[src/rtl/mux16_sched_pkg.sv]
// Shared definitions for the 16-channel round-robin mux scheduler:
// channel count, select width, FSM state encoding, beat-counter width
// and a one-hot decode helper.
package mux16_sched_pkg;

   localparam int NUM_CH = 16;
   localparam int SEL_W  = 4;
   localparam int BEAT_W = 4;   // holds 0..14, enough for BURST_LEN up to 15

   typedef enum logic {
      IDLE = 1'b0,
      XFER = 1'b1
   } state_t;

   // One-hot decode of a channel index
   function automatic logic [NUM_CH-1:0] onehot(input logic [SEL_W-1:0] s);
      logic [NUM_CH-1:0] v;
      v    = '0;
      v[s] = 1'b1;
      return v;
   endfunction

endpackage

[src/rtl/mux16_rr_pick.sv]
// Combinational round-robin picker: finds the first set request bit at or
// after ptr, searching upward and wrapping from channel 15 to channel 0.
module mux16_rr_pick
   import mux16_sched_pkg::*;
(
   input  logic [NUM_CH-1:0] req,
   input  logic [SEL_W-1:0]  ptr,
   output logic              found,
   output logic [SEL_W-1:0]  idx
);

   // Priority scan starting at ptr; the 4-bit add gives the 15->0 wrap for free
   always_comb begin
      logic [SEL_W-1:0] k;
      // NOTE: every output gets a default before the loop so no path leaves it
      // unassigned, which would otherwise infer a latch.
      found = 1'b0;
      idx   = '0;
      k     = '0;
      for (int i = 0; i < NUM_CH; i++) begin
         k = ptr + SEL_W'(i);
         if (!found && req[k]) begin
            found = 1'b1;
            idx   = k;
         end
      end
   end

endmodule

[src/rtl/mux16_tree.sv]
// 16:1 data mux built as two stages of 4:1 muxes: sel[1:0] picks within
// each group of four inputs, sel[3:2] picks among the four groups.
module mux16_tree
   import mux16_sched_pkg::*;
(
   input  logic [NUM_CH-1:0] din,
   input  logic [SEL_W-1:0]  sel,
   output logic              dout
);

   logic [3:0] stage1;

   function automatic logic mux4(input logic [3:0] d, input logic [1:0] s);
      return d[s];
   endfunction

   for (genvar g = 0; g < 4; g++) begin : g_stage1
      assign stage1[g] = mux4(din[4*g +: 4], sel[1:0]);
   end

   assign dout = mux4(stage1, sel[3:2]);

endmodule

[src/rtl/mux16_rr_sched.sv]
// Round-robin scheduled 16:1 single-bit mux. A channel holds the grant for
// up to BURST_LEN transfers (out_valid & out_ready), then the pointer moves
// past it and the next requester is picked in the same cycle.
// Optional feature: define MUX16_RR_SCHED_PERF_EN to add the saturating
// transfer counter output xfer_cnt.
module mux16_rr_sched
   import mux16_sched_pkg::*;
#(
   parameter int BURST_LEN = 4
) (
   input  logic              clk,
   input  logic              rst_n,
   input  logic [15:0]       req,
   input  logic [15:0]       din,
   input  logic              out_ready,
   output logic              out_valid,
   output logic              out_data,
   output logic [3:0]        sel,
   output logic [15:0]       grant
`ifdef MUX16_RR_SCHED_PERF_EN
   ,
   output logic [15:0]       xfer_cnt
`endif
);

   if (BURST_LEN < 1 || BURST_LEN > 15) begin : g_bad_burst_len
      $error("mux16_rr_sched: BURST_LEN must be in 1..15");
   end

   state_t            state;
   logic [SEL_W-1:0]  ptr;
   logic [BEAT_W-1:0] beat_cnt;

   logic              xfer;
   logic              grant_end;
   logic [SEL_W-1:0]  pick_ptr;
   logic              pick_found;
   logic [SEL_W-1:0]  pick_idx;

   assign xfer      = out_valid && out_ready;
   assign grant_end = (int'(beat_cnt) + 1 == BURST_LEN) || !req[sel];

   // In XFER the only pick that matters is the back-to-back one at grant end,
   // which must already use the advanced pointer (sel+1).
   assign pick_ptr = (state == XFER) ? sel + 4'd1 : ptr;

   mux16_rr_pick u_pick (
      .req   (req),
      .ptr   (pick_ptr),
      .found (pick_found),
      .idx   (pick_idx)
   );

   mux16_tree u_mux (
      .din  (din),
      .sel  (sel),
      .dout (out_data)
   );

   // Scheduler FSM with registered sel / out_valid / grant
   always_ff @(posedge clk or negedge rst_n) begin
      if (!rst_n) begin
         state     <= IDLE;
         ptr       <= '0;
         beat_cnt  <= '0;
         sel       <= '0;
         out_valid <= 1'b0;
         grant     <= '0;
      end else begin
         // NOTE: all state here uses non-blocking assignments so every register
         // samples pre-edge values, independent of statement order.
         case (state)
            IDLE: begin
               if (pick_found) begin
                  sel       <= pick_idx;
                  grant     <= onehot(pick_idx);
                  out_valid <= 1'b1;
                  beat_cnt  <= '0;
                  state     <= XFER;
               end
            end

            XFER: begin
               // A stalled beat holds everything, even if req[sel] drops
               if (xfer) begin
                  if (grant_end) begin
                     ptr      <= sel + 4'd1;
                     beat_cnt <= '0;
                     if (pick_found) begin
                        sel   <= pick_idx;
                        grant <= onehot(pick_idx);
                     end else begin
                        out_valid <= 1'b0;
                        grant     <= '0;
                        state     <= IDLE;
                     end
                  end else begin
                     beat_cnt <= beat_cnt + 4'd1;
                  end
               end
            end

            default: begin
               state     <= IDLE;
               out_valid <= 1'b0;
               grant     <= '0;
            end
         endcase
      end
   end

`ifdef MUX16_RR_SCHED_PERF_EN
   // Saturating count of completed transfers
   always_ff @(posedge clk or negedge rst_n) begin
      if (!rst_n) begin
         xfer_cnt <= '0;
      end else if (xfer && xfer_cnt != 16'hFFFF) begin
         xfer_cnt <= xfer_cnt + 16'd1;
      end
   end
`endif

endmodule

[config.mk]
export PLATFORM = sky130hd
export DESIGN_NAME = mux16_rr_sched
export DESIGN_NICKNAME = d
export VERILOG_FILES = /design/src/rtl/mux16_sched_pkg.sv /design/src/rtl/mux16_rr_pick.sv /design/src/rtl/mux16_tree.sv /design/src/rtl/mux16_rr_sched.sv
export SDC_FILE = /design/constraint.sdc
export NUM_CORES = 1
export LEC_CHECK = 0
export CAP_MARGIN = 5
export CORE_MARGIN = 4
export CORE_UTILIZATION = 51
export CTS_CLUSTER_DIAMETER = 150
export DETAILED_ROUTE_END_ITERATION = 10
export PLACE_DENSITY = 0.79
export REMOVE_ABC_BUFFERS = 1
export SLEW_MARGIN = 0
export SYNTH_ARGS = -nofsm -noshare
export SYNTH_HDL_FRONTEND = slang
export SYNTH_SLANG_ARGS = --single-unit
[constraint.sdc]
create_clock -name clk -period 4.3 [get_ports clk]
set_input_delay 0.645 -clock clk [delete_from_list [all_inputs] [get_ports clk]]
set_output_delay 0.645 -clock clk [all_outputs]
set_load 0.02 [all_outputs]
==> impl_results.rst, run 1 <==
.. list-table::
   :header-rows: 1

   * - Metric
     - Value
   * - Cells taking the most area after synthesis
     - dfrtp_1 (19%), mux4_2 (13%), mux2i_1 (7.3%)
   * - Setup crit end kind
     - flop
   * - Total number of vias
     - 4,288
   * - Count of pins over their slew limit
     - 0
   * - Cell area after technology mapping
     - 0.00395 sq mm
   * - Total setup violations reported at the end of the flow
     - 0
   * - Number of nets with antenna violations after detailed routing
     - 0
   * - Number of diodes
     - 0
   * - Capturing point of the worst reg2reg path
     - grant[11]
   * - Most congested layer reported by global routing
     - met2
   * - Detailed-routing iteration count for the pre-antenna-repair pass
     - 6
   * - Cell taking the most area after synthesis
     - dfrtp_1
   * - Area delta synth->final
     - 34.2%
   * - Source of the critical timing path
     - sel[0]
   * - Cells on worst reg2reg path
     - 15
   * - Most used flip-flop cell after synthesis
     - dfrtp_1
   * - HPWL after detailed placement
     - 10,400 microns
   * - Mean Syn Cell Area
     - 9.43 sq um
   * - Critical Path Most Common Cell
     - buf_4
   * - Bufs on Longest Clock Path
     - 2
   * - DRC violations left
     - 0
   * - Crit path max-delay family
     - compound AO/OA/AOI/OAI gates
   * - I/O pin count
     - 57
   * - Width of the chip
     - 96.0 microns
   * - CTS sink count
     - 30
   * - Number of buffer and inverter stages on the critical path
     - 3
   * - Number of buffers added on ports
     - 56
   * - Hold-fix buffers at CTS
     - 0
   * - Total global routing track utilization
     - 29.7%
   * - Total count of hold-check failures in the final report
     - 0
   * - Max-cap violations
     - 0
   * - CTS clk-pin slew, worst paths
     - approximately 0.06 ns
   * - Clock tree from TritonCTS
     - done
   * - CP Launch Type
     - flop
   * - Wire length of the first global-routing pass
     - 21,100 microns
   * - Die boundary height
     - approximately 96 microns
   * - Share of the synthesized area in the top cell type
     - 19.0%
   * - Gate count after technology mapping
     - 419
   * - Final clock skew
     - 0.00935 ns
   * - Ys async rst share
     - between 90% and 100%
   * - Transition time of the tightest slew-check pin
     - 0.577 ns
   * - Critical path fanouts, max
     - 14
   * - Post-layout net count
     - 577
   * - Path length in cells of the critical path
     - 15
   * - Proportion of layout cells with a drive suffix above 1
     - between 30% and 40%
   * - Iteration-0 DRC Markers
     - 494
   * - Seq/Total Area, Yosys
     - 19.0%
   * - Die area
     - 0.00922 sq mm
   * - Maximum clock frequency
     - around 0.23 GHz
   * - Count of state elements after synthesis
     - 30
   * - Antenna violations before repair
     - 0
   * - Met1 Use GR
     - 36.7%
   * - Number of global-route vias before repair
     - 4,150
   * - Design area
     - approximately 0.0053 sq mm
   * - Arrival time of data at the critical path endpoint
     - 4.43 ns
   * - Portion of the clock cycle consumed by the worst path in the final layout
     - 99.1%
   * - Cells on Worst Hold Path
     - 2
   * - Category of the most critical setup path
     - reg -> reg
   * - Post-placement cell area
     - 0.00498 sq mm
   * - Clk Tree Root Cell
     - clkbuf_8
   * - Placeable core area
     - around 0.0074 sq mm
   * - Final weighted congestion in routability-driven placement
     - 1.02
   * - Pin count of the biggest net entering global routing
     - 31
   * - Number of enable-type register cells in the synthesized netlist
     - 0
   * - Count of unique library cells instantiated by Yosys
     - 81
   * - Worst hold path type
     - reg -> reg
   * - Max transition margin
     - approximately three fifths
   * - Inserted Clock Buffers
     - 5
   * - Critical path capture point
     - grant[11]
   * - Initial cell density of the core
     - 53.3%
   * - Yosys Warn Count
     - 0
   * - Clock insertion delay at the later pin of the skew report
     - 0.29 ns
   * - Met2 Track Usage GR
     - about half
   * - Routed wire per std cell
     - 22.2 microns
   * - Critical path required time
     - 4.47 ns
   * - Ratio of routed vias to standard cells
     - 6.77
   * - Shortest period the worst path allows
     - 4.26 ns
   * - GRT met3 Usage
     - under 10%
   * - RR Startpoint
     - sel[0]
   * - Number of levels the H-tree was split into
     - 2
   * - Run status
     - completed
   * - Cells along the critical path
     - buf_4 > nor2b_1 > buf_4 > nor2_8 > ha_1 > xnor2_4 > mux4_2 > mux2_4 > a21boi_2 > or4_1 > a31oi_1 > a211oi_2 > o21a_1 > buf_4 > o41ai_2
   * - Row count
     - 31
   * - Critical path's largest stage delay
     - roughly 0.59 ns
   * - Drt total wl
     - 14,000 microns
   * - Total congestion overflow
     - 0
   * - Slowest library cell on the worst path
     - mux4_2
   * - Flop-to-flop setup slack
     - between 0.03 and 0.04 ns
tightest hold or removal path: stages (launching register included):
cell and delay (ns):
dfrtp_1 0.34, nand2_1 0.06, o41ai_2 0.05
routing by layer:
metal / wire [microns] / up-vias / share of wire [%]
li1: - / 1883 / -
met1: 5260 / 2074 / 38
met2: 7050 / 278 / 50
met3: 1230 / 53 / 8.7
met4: 502 / 0 / 3.6
met5: 0 / - / 0
cells in the final DEF (no fill, tap or decap), types with 8 or more instances in the layout:
cell             Yosys  layout
nand2_1             45      44
o21ai_0             32      32
mux2i_1             29      26
nand3_1             22      22
mux4_2              22      22
clkdlybuf4s50_1      0      56
dfrtp_1             30      29
o41ai_2              4       9
a21oi_1             17      16
nor2_1              24      24
buf_4                2      73
mux2_2               8       8
a31oi_1              8       8
ha_1                 9       9
cells in the mapped netlist (6+ instances only):
| cell | n |
|---|---|
| a21oi_1 | 17 |
| ha_1 | 9 |
| buf_6 | 6 |
| clkbuf_1 | 7 |
| nor3_1 | 7 |
| mux4_2 | 22 |
| nand2b_1 | 8 |
| mux2i_1 | 29 |
| nand3_1 | 22 |
| a31oi_1 | 8 |
| dfrtp_1 | 30 |
| buf_2 | 9 |
| nor2_1 | 24 |
| o21ai_0 | 32 |
| and3_1 | 7 |
| nand2_1 | 45 |
| o41ai_1 | 12 |
| mux2_2 | 8 |
cell families after synthesis:
group	after synthesis	synth area share, %
AND/OR/NAND/NOR	141	19.2
buffers and inverters	33	4.94
multiplexers	69	27.2
AO/OA/AOI/OAI	125	22.9
adder cells (fa/ha/maj)	9	2.85
XOR/XNOR	12	3.89
flip-flops	30	19.0
through the flow:
stage / hold slack [ns] / util, % / cells / TNS, ns / setup slack, ns
after floorplan: 0.349 / - / 394 / -18.99 / -0.947
after global placement: 0.463 / 67.2 / 612 / 0 / 0.108
after detailed placement: 0.468 / 67.2 / 612 / -0.0835 / -0.0285
after CTS: 0.485 / 68.8 / 623 / 0 / 0.00199
after global routing: 0.507 / 71.6 / 633 / -0.498 / -0.128
final: 0.480 / 71.6 / 633 / 0 / 0.0395
final cells by class:
type / count / area [sq um]
clock buffers: 7 / 86.3
clock inverters: 1 / 5.00
fillers: 560 / 2110
inverters: 8 / 37.5
multi-input cells: 356 / 3130
flip-flops and latches: 30 / 752
well taps: 99 / 124
repair buffers: 132 / 1170
registers in the layout, indices dropped and copies added, names as in the netlist:
signal	cells
state	1
grant	16
ptr	4
beat_cnt	4
sel	4
out_valid	1
how the worst min path moves through the flow:
stage | start | endpoint | slack, ns
6_report | grant[6] | grant[6] | 0.48
5_1_grt | grant[6] | grant[6] | 0.51
4_1_cts | grant[6] | grant[6] | 0.48
3_5_place_dp | grant[0] | grant[0] | 0.47
3_3_place_gp | grant[6] | grant[6] | 0.46
2_1_floorplan | rst_n | beat_cnt[0] | 0.35
what timing repair did:
action,in CTS,in global routing
setup endpoints to repair,6,17
resized for setup,2,23
setup buffers,3,10
pin swaps,1,2
Power of run 1 is not shown: default switching activity piles up to over one toggle a cycle in this logic, so the estimate is an artifact.
==> run 2, diff against run 1 <==
Settings changed: RECOVER_POWER set to 100.
==> impl_results.rst, run 2 (synthesized netlist as in run 1, its figures left out) <==
.. list-table::
   :header-rows: 1

   * - Metric
     - Value
   * - CTS sink count
     - 30 (unchanged)
   * - Total number of vias
     - 4,335 (+1.1%)
   * - Antenna violations before repair
     - 0 (unchanged)
   * - Non-filler cells, final
     - 633 (unchanged)
   * - Bufs on Longest Clock Path
     - 2 (unchanged)
   * - Crit path max-delay family
     - compound AO/OA/AOI/OAI gates
   * - Run status
     - complete, but fails checks
   * - Clock tree from TritonCTS
     - done
   * - Flop-to-flop setup slack
     - 0.02 ns (-0.02 ns)
   * - Number of levels the H-tree was split into
     - 2 (unchanged)
   * - Category of the most critical setup path
     - reg -> reg
   * - Final weighted congestion in routability-driven placement
     - 1.02 (unchanged)
   * - Number of global-route vias before repair
     - 4,150 (unchanged)
   * - Post-layout net count
     - 577 (unchanged)
   * - Max FFs per register
     - 16 (unchanged)
   * - Maximum clock frequency
     - 0.234 GHz (-0.39%)
   * - Setup crit end kind
     - flop
   * - Cell Count Post-Placement
     - 612 (unchanged)
   * - Commonest non-fill, non-tap cells in the layout
     - buf_4 (72), nand2_1 (44), o21ai_0 (32), clkdlybuf4s50_1 (32), dfrtp_1 (29)
   * - Shortest period the worst path allows
     - 4.28 ns (+0.0168 ns)
   * - CP Launch Type
     - flop
   * - Hold path endpoint
     - grant[6]
   * - Clk Tree Root Cell
     - clkbuf_8
   * - HPWL after detailed placement
     - 10,400 microns (unchanged)
   * - Critical path fanouts, max
     - 14 (unchanged)
   * - Ratio of routed vias to standard cells
     - 6.85 (+1.1%)
   * - Max-cap violations
     - 1 (+1)
   * - Placeable core area
     - 0.00741 sq mm (unchanged)
   * - Total count of hold-check failures in the final report
     - 0 (unchanged)
   * - I/O pin count
     - 57 (unchanged)
   * - Multi-input gate area
     - 0.00313 sq mm (unchanged)
   * - Cells on Worst Hold Path
     - 2 (unchanged)
   * - DRC violations left
     - 0 (unchanged)
   * - Leading cell type in the layout, fill and taps excluded
     - buf_4
   * - Pin count of the biggest net entering global routing
     - 31 (unchanged)
   * - Detailed-routing iteration count for the pre-antenna-repair pass
     - 5 (-1)
   * - Total setup violations reported at the end of the flow
     - 0 (unchanged)
   * - Row count
     - 31 (unchanged)
   * - Violated checks
     - max-capacitance violations, max-slew violations
   * - Critical path's largest stage delay
     - 0.53 ns (-0.06 ns)
   * - Die boundary height
     - 96.0 microns (unchanged)
   * - Width of the chip
     - 96.0 microns (unchanged)
   * - Largest Register
     - grant
   * - Count of pins over their slew limit
     - 31 (+31)
   * - Arrival time of data at the critical path endpoint
     - 4.44 ns (about the same)
   * - Hold-fix buffers at CTS
     - 0 (unchanged)
   * - RR Startpoint
     - sel[0]
   * - Critical Path Most Common Cell
     - buf_4
   * - CTS clk-pin slew, worst paths
     - 0.06 ns (about the same)
   * - Number of buffers added on ports
     - 56 (unchanged)
   * - Number of nets with antenna violations after detailed routing
     - 0 (unchanged)
   * - Drt total wl
     - 14,000 microns (-0.31%)
   * - Total congestion overflow
     - 0 (unchanged)
   * - Die area
     - 0.00922 sq mm (unchanged)
   * - Area delta synth->final
     - 34.1% (about the same)
   * - FILL cells
     - 562 (+0.36%)
   * - Fraction of the core area covered by cells at the end of the flow
     - 71.5% (about the same)
   * - Startpoint of the worst hold path
     - grant[6]
   * - Inserted Clock Buffers
     - 5 (unchanged)
   * - Critical path required time
     - 4.47 ns (about the same)
   * - Total global routing track utilization
     - 29.7% (unchanged)
   * - Source of the critical timing path
     - sel[0]
   * - Area taken by flip-flops and latches
     - 752 sq um (unchanged)
   * - Cells on worst reg2reg path
     - 16 (+1)
   * - Number of diodes
     - 0 (unchanged)
   * - Wire length of the first global-routing pass
     - 21,100 microns (unchanged)
   * - Slowest library cell on the worst path
     - a2111oi_1
   * - Capturing point of the worst reg2reg path
     - grant[11]
   * - Routed wire per std cell
     - 22.1 microns (-0.31%)
   * - Proportion of layout cells with a drive suffix above 1
     - 30.3% (-0.19 points)
   * - Number of buffer and inverter stages on the critical path
     - 6 (+3)
   * - Max transition margin
     - -6.54% (-68 points)
   * - Transition time of the tightest slew-check pin
     - 1.60 ns (+1.02 ns)
   * - Worst slack on hold paths
     - 0.475 ns (-0.00483 ns)
   * - Cells along the critical path
     - buf_4 > nor2b_1 > buf_4 > nor2_8 > buf_4 > mux2i_1 > mux4_2 > mux2i_1 > buf_4 > a2111oi_1 > nand2_1 > a31oi_1 > buf_4 > nor3b_2 > buf_4 > o41ai_2
   * - Portion of the clock cycle consumed by the worst path in the final layout
     - 99.5% (+0.39 points)
   * - Iteration-0 DRC Markers
     - 491 (-0.61%)
   * - Clock insertion delay at the later pin of the skew report
     - 0.29 ns (about the same)
   * - Final clock skew
     - 0.00998 ns (+0.000628 ns)
   * - Worst hold path type
     - reg -> reg
   * - Initial cell density of the core
     - 53.3% (unchanged)
## run 2: cell count changes in the layout (fill, tap and decap cells not counted)
cell	before	now
buf_4	73	72
clkdlybuf4s50_1	56	32
clkbuf_1	1	2
dlygate4sd3_1	0	24
## run 2: repair_timing
item	CTS	global route
setup endpoints to repair	6	17
setup buffers	3	10
pin swaps	1	2
resized for setup	2	23
## run 2: tightest hold or removal path, stage by stage (launching register included)
cell and delay (ns):
dfrtp_1 0.34, nand2_1 0.06, o41ai_2 0.05
## run 2: worst max-delay path by stage
| stage | cells past startpoint | to | slack (ns) |
|---|---|---|---|
| 2_1_floorplan | 13 | grant[0] | -0.95 |
| 3_3_place_gp | 15 | grant[3] | 0.11 |
| 3_5_place_dp | 13 | grant[9] | -0.03 |
| 4_1_cts | 15 | grant[11] | 0.002 |
| 5_1_grt | 14 | grant[1] | -0.13 |
| 6_report | 16 | grant[11] | 0.02 |
## run 2: per-layer routing
| layer | share of wire [%] | GRT usage (%) |
|---|---|---|
| met1 | 37 | 36.7 |
| met5 | 0 | 0 |
| met2 | 50 | 51.6 |
| met3 | 8.8 | 5.32 |
| met4 | 3.5 | 10.8 |
## run 2: layout make-up
class	instances	share of cell area [%]
flip-flops and latches	30	14.2
clock inverters	1	0.0945
multi-input cells	356	59.1
repair buffers	132	22.0
clock buffers	7	1.63
well taps	99	2.34
inverters	8	0.708
## run 2: through the flow
step                      TNS, ns  setup slack (ns)  area [sq um]
after floorplan            -18.99            -0.947          3790
after global placement          0             0.108          4980
after detailed placement  -0.0835           -0.0285          4980
after CTS                       0           0.00199          5090
after global routing       -0.492            -0.128          5300
final                           0            0.0227          5300
Power of run 2 is left out for the same reason.
